**config.mk**
```make
export PLATFORM = sky130hd
export DESIGN_NAME = mem_port_arbiter
export DESIGN_NICKNAME = d
export VERILOG_FILES = /design/src/rtl/mem_port_arbiter.sv
export SDC_FILE = /design/constraint.sdc
export NUM_CORES = 1
export LEC_CHECK = 0
export CAP_MARGIN = 10
export CORE_MARGIN = 3
export CORE_UTILIZATION = 40
export DETAILED_ROUTE_END_ITERATION = 10
export HOLD_SLACK_MARGIN = 0.03
export PLACE_DENSITY = 0.87
export SLEW_MARGIN = 30
export SYNTH_ARGS = -nofsm -noshare
export SYNTH_HDL_FRONTEND = slang
export SYNTH_SLANG_ARGS = --single-unit
```
**constraint.sdc**
```tcl
create_clock -name clk -period 2.1 [get_ports clk]
set_clock_uncertainty 0.1 [all_clocks]
set_input_delay 0.21 -clock clk [delete_from_list [all_inputs] [get_ports clk]]
set_output_delay 0.21 -clock clk [all_outputs]
set_load 0.005 [all_outputs]
```
**src/rtl/mem_port_arbiter.sv**
```systemverilog
// Arbiter and sequencer for the single external memory port shared by fetch and data.
// Data wins by default; a bounded data-grant streak guarantees fetch forward progress.
module mem_port_arbiter #(
  parameter int ADDR_W     = 32,
  parameter int DATA_W     = 32,
  parameter int STARVE_MAX = 4
) (
  input  logic                clk,
  input  logic                rst_n,
  input  logic                inst_req,
  input  logic [ADDR_W-1:0]   inst_addr,
  output logic                inst_done,
  output logic [DATA_W-1:0]   inst_rdata,
  input  logic                data_req,
  input  logic                data_we,
  input  logic [ADDR_W-1:0]   data_addr,
  input  logic [DATA_W-1:0]   data_wdata,
  input  logic [DATA_W/8-1:0] data_wstrb,
  output logic                data_done,
  output logic [DATA_W-1:0]   data_rdata,
  output logic                mem_req,
  output logic                mem_we,
  output logic [ADDR_W-1:0]   mem_addr,
  output logic [DATA_W-1:0]   mem_wdata,
  output logic [DATA_W/8-1:0] mem_wstrb,
  input  logic                mem_gnt,
  input  logic                mem_rvalid,
  input  logic [DATA_W-1:0]   mem_rdata,
  output logic                stallreq_outside
);

  localparam int STRB_W   = DATA_W / 8;
  localparam int STREAK_W = $clog2(STARVE_MAX + 1);
  localparam logic [STREAK_W-1:0] STARVE_LIM = STREAK_W'(STARVE_MAX);

  typedef enum logic [1:0] {
    ST_IDLE = 2'd0,
    ST_REQ  = 2'd1,
    ST_WAIT = 2'd2,
    ST_RESP = 2'd3
  } state_e;

  typedef enum logic {
    OWN_INST = 1'b0,
    OWN_DATA = 1'b1
  } owner_e;

  state_e              state_q, state_d;
  owner_e              owner_q, owner_d;
  logic [STREAK_W-1:0] streak_q, streak_d;
  logic                mem_req_q, mem_req_d;
  logic                mem_we_q, mem_we_d;
  logic [ADDR_W-1:0]   mem_addr_q, mem_addr_d;
  logic [DATA_W-1:0]   mem_wdata_q, mem_wdata_d;
  logic [STRB_W-1:0]   mem_wstrb_q, mem_wstrb_d;
  logic                inst_done_q, inst_done_d;
  logic                data_done_q, data_done_d;
  logic [DATA_W-1:0]   inst_rdata_q, inst_rdata_d;
  logic [DATA_W-1:0]   data_rdata_q, data_rdata_d;
  logic                grant_inst_s;

  // Fetch wins only when data is absent or data has used up its streak allowance.
  assign grant_inst_s = inst_req && (!data_req || (streak_q == STARVE_LIM));

  // Next-state logic for the transaction sequencer and its latched attributes.
  always_comb begin
    state_d      = state_q;
    owner_d      = owner_q;
    streak_d     = streak_q;
    mem_req_d    = mem_req_q;
    mem_we_d     = mem_we_q;
    mem_addr_d   = mem_addr_q;
    mem_wdata_d  = mem_wdata_q;
    mem_wstrb_d  = mem_wstrb_q;
    inst_done_d  = 1'b0;
    data_done_d  = 1'b0;
    inst_rdata_d = inst_rdata_q;
    data_rdata_d = data_rdata_q;

    case (state_q)
      ST_IDLE: begin
        if (inst_req || data_req) begin
          state_d   = ST_REQ;
          mem_req_d = 1'b1;
          if (grant_inst_s) begin
            owner_d     = OWN_INST;
            mem_we_d    = 1'b0;
            mem_addr_d  = inst_addr;
            mem_wdata_d = '0;
            mem_wstrb_d = '0;
            streak_d    = '0;
          end else begin
            owner_d     = OWN_DATA;
            mem_we_d    = data_we;
            mem_addr_d  = data_addr;
            mem_wdata_d = data_wdata;
            mem_wstrb_d = data_wstrb;
            // Streak only grows while fetch is actually being held off.
            if (!inst_req) begin
              streak_d = '0;
            end else if (streak_q == STARVE_LIM) begin
              streak_d = streak_q;
            end else begin
              streak_d = streak_q + STREAK_W'(1);
            end
          end
        end else begin
          state_d = ST_IDLE;
        end
      end
      ST_REQ: begin
        if (mem_gnt) begin
          state_d   = ST_WAIT;
          mem_req_d = 1'b0;
        end else begin
          state_d = ST_REQ;
        end
      end
      ST_WAIT: begin
        if (mem_rvalid) begin
          state_d = ST_RESP;
          if (owner_q == OWN_INST) begin
            inst_rdata_d = mem_rdata;
            inst_done_d  = 1'b1;
          end else begin
            data_rdata_d = mem_rdata;
            data_done_d  = 1'b1;
          end
        end else begin
          state_d = ST_WAIT;
        end
      end
      ST_RESP: begin
        state_d = ST_IDLE;
      end
      default: begin
        state_d   = ST_IDLE;
        mem_req_d = 1'b0;
      end
    endcase
  end

  // State and output registers; reset abandons any transaction in flight.
  always_ff @(posedge clk) begin
    if (!rst_n) begin
      state_q      <= ST_IDLE;
      owner_q      <= OWN_INST;
      streak_q     <= '0;
      mem_req_q    <= 1'b0;
      mem_we_q     <= 1'b0;
      mem_addr_q   <= '0;
      mem_wdata_q  <= '0;
      mem_wstrb_q  <= '0;
      inst_done_q  <= 1'b0;
      data_done_q  <= 1'b0;
      inst_rdata_q <= '0;
      data_rdata_q <= '0;
    end else begin
      state_q      <= state_d;
      owner_q      <= owner_d;
      streak_q     <= streak_d;
      mem_req_q    <= mem_req_d;
      mem_we_q     <= mem_we_d;
      mem_addr_q   <= mem_addr_d;
      mem_wdata_q  <= mem_wdata_d;
      mem_wstrb_q  <= mem_wstrb_d;
      inst_done_q  <= inst_done_d;
      data_done_q  <= data_done_d;
      inst_rdata_q <= inst_rdata_d;
      data_rdata_q <= data_rdata_d;
    end
  end

  assign mem_req    = mem_req_q;
  assign mem_we     = mem_we_q;
  assign mem_addr   = mem_addr_q;
  assign mem_wdata  = mem_wdata_q;
  assign mem_wstrb  = mem_wstrb_q;
  assign inst_done  = inst_done_q;
  assign data_done  = data_done_q;
  assign inst_rdata = inst_rdata_q;
  assign data_rdata = data_rdata_q;

  // Stall must follow the requesters immediately, even while in reset.
  assign stallreq_outside = (inst_req & ~inst_done_q) | (data_req & ~data_done_q);

endmodule

```
==> results by group <==
Global routing
  – Number of antenna violations at the first check in global routing: 0
  – First-pass GRT wire length: 30300 um
  – Total GRT Usage: 22.3%
  – Congestion Overflow GR: 0
  – Largest net degree at the start of global routing: 143
  – Number of global-route vias before repair: 6003

CTS
  – Clk root buf: clkbuf_16
  – Resize count post-CTS: 0
  – Worst-Skew Late Latency: 0.41 ns
  – CTS Buf Count: 17
  – CTS tree: built
  – CTS sink count: 142
  – Clock-pin slew on the worst setup and hold paths: 0.05 ns
  – Postcts setup bufs: 0
  – H-tree depth: 4
  – Hold buffers post-CTS: 0
  – Clock Tree Buf Depth: 2

Timing
  – Hold slack: 0.189 ns
  – RSZ-0062 raised after global routing: false
  – Setup-failing EPs final: 0
  – Final Critical Period: 1.81 ns
  – Post-route clock period utilization: 86.1%
  – Setup ws final: 0.292 ns
  – Max transition margin: 63.9%
  – Max Freq: 0.553 GHz
  – Setup TNS: 0 ns
  – Hold Fails Final Rpt: 0
  – Slew @ Worst Pin: 0.541 ns
  – Max-slew violation count: 0

Yosys
  – Seq/Total Area, Yosys: 45.4%
  – Syn_nets: 838
  – Async set-reset flop share out of synthesis: 0%
  – Synth cell types: 36
  – Leading area contributor after synthesis: dfxtp_1
  – Cells after synthesis: 697
  – YS warnings: 0
  – Main synth FF type: dfxtp_1
  – Area contributors post-synth: dfxtp_1 45%, a21boi_0 15%, nand2_1 7.9%
  – Post-synth EDFFs: 0
  – Mapped cell area: 0.00626 mm^2
  – Post-synth top area share: 45.4%
  – Synth Register Bits: 142
  – Avg Inst Size Synth: 8.98 um^2

Worst setup path
  – Crit start category: input pin
  – Setup crit end kind: output port
  – CP arrival: 1.50 ns
  – Worst Path Required: 1.79 ns
  – Crit Path Max Fanout: 5
  – Critical path class: input pin to output port

Routing
  – Vias/cell: 5.39
  – WL final: 19800 um
  – DRC: 0
  – DRT antenna net count: 0
  – First drt pass iteration count: 4
  – Routed WL per cell: 17.1 um
  – Vias: 6255
  – 1st-iter DRT viols: 345

Placement
  – Place WS: 0.179 ns
  – GP Congestion: 0.772
  – Final HPWL DP: 13400 um
  – Placed Instance Area: 0.00920 mm^2
  – IO Port Bufs: 275

Final layout
  – Post-route cell area: 0.00985 mm^2
  – Syn-to-layout area delta: 57.5%
  – Layout Nets: 1078
  – Diode count: 0
  – # fillers: 1219
  – Ratio of cells with drive above 1 in the final layout: 7.05%
  – Multi-input gate area: 0.00305 mm^2
  – Register area: 0.00284 mm^2

Floorplanning
  – Row count: 45
  – Die X: 131 um
  – Starting Density: 41.0%
  – Die area: 0.0172 mm^2
  – IO Pins: 276
  – Placeable Area: 0.0153 mm^2
  – Die H: 131 um

Power and ir drop
  – Worst vdd ir: 0.000494 V
  – Leak: 3.60 nW
  – Total chip power: 7.57 mW
  – Pwr per Cell Area: 769 mW/mm^2

Min path
  – Hold Path Class: input pin to flip-flop

Status
  – Status: finished clean

Flow run
  – Max-Cap Viols: 0
==> stage by stage <==
step	util, %	std cells
global route	64.6	1161
finish	64.6	1161
floorplan	-	697
global placement	60.3	1129
detailed placement	60.3	1129
CTS	64.6	1161
==> synth_stat cells, types with 2 or more instances <==
| cell type | count |
|---|---|
| o2111ai_1 | 37 |
| nand2_1 | 131 |
| o21bai_1 | 32 |
| o311a_1 | 32 |
| dfxtp_1 | 142 |
| o21ai_0 | 39 |
| a21boi_0 | 124 |
| clkbuf_1 | 50 |
| ha_1 | 2 |
| buf_2 | 23 |
| and3_1 | 32 |
| inv_1 | 5 |
| nand4_1 | 2 |
| buf_1 | 3 |
| nor4bb_1 | 2 |
| nand4b_1 | 2 |
| and2_1 | 3 |
| a21boi_1 | 15 |
| buf_6 | 4 |
==> logic make-up after synthesis <==
| kind of cell | Yosys count | synth area share (%) |
|---|---|---|
| compound gates | 285 | 34.7 |
| fa+ha+maj | 2 | 0.400 |
| buf+inv | 87 | 6.24 |
| flops | 142 | 45.4 |
| simple gates | 181 | 13.3 |
==> sequential cells by signal, summed over array words and instances (netlist names), 3 cells and up, named ones only <==
register    flops
data_rdata     32
inst_rdata     32
mem_addr       32
mem_wdata      32
mem_wstrb       4
streak_q        3
==> placed cells by master, fill, tap and decap left out, drive strengths merged, types with 2 or more instances in the layout <==
| cell | synthesis | layout |
|---|---|---|
| clkdlybuf4s50 | 0 | 273 |
| dfxtp | 142 | 142 |
| a21boi | 139 | 139 |
| nand2 | 131 | 131 |
| o21ai | 40 | 40 |
| o2111ai | 37 | 37 |
| and3 | 32 | 32 |
| o21bai | 32 | 32 |
| o311a | 32 | 32 |
| buf | 31 | 30 |
| clkbuf | 51 | 19 |
| inv | 5 | 7 |
| clkinv | 0 | 6 |
| bufinv | 0 | 5 |
| and2 | 3 | 3 |
| nor2 | 3 | 3 |
| nand4 | 2 | 2 |
| nand4b | 2 | 2 |
| ha | 2 | 2 |
| nor4bb | 2 | 2 |
==> worst paths after layout <==
kind                           end      startpoint  cells after the start  slack, ns
setup / recovery  stallreq_outside        data_req                      4       0.29
setup reg to reg      mem_addr[29]     streak_q[0]                      6       0.30
hold / removal             owner_q        inst_req                      3       0.19
hold reg to reg     inst_rdata[30]  inst_rdata[30]                      2       0.35
==> power by group <==
group,switching [mW],total (mW),leakage [nW],internal [mW]
registers,0.0905,2.94,1.16,2.85
clock network,1.18,3.32,0.322,2.15
logic,0.535,1.31,2.12,0.773
==> layer usage <==
layer / up-vias / wire length, um / GRT usage (%) / part of all wire [%]
met5: - / 0 / 0 / 0
met4: 0 / 532 / 9.68 / 2.7
met3: 40 / 1570 / 7.09 / 7.9
met2: 242 / 9470 / 36.9 / 48
met1: 2960 / 8260 / 26.7 / 42
li1: 3013 / - / - / -
==> worst max-delay path: stages <==
cell             delay (ns)
clkdlybuf4s50_1        0.54
inv_1                  0.08
o22ai_1                0.11
clkdlybuf4s50_1        0.56
==> layout make-up <==
class                           instances  share of cell area, %
Inverter                                5                  0.190
Sequential cell                       142                   28.8
Timing Repair Buffer                  303                   30.8
Multi-Input combinational cell        468                   30.9
Clock inverter                         13                   2.12
Tap cell                              211                   2.68
Clock buffer                           19                   4.49
Power figures use the tool's default switching activity.
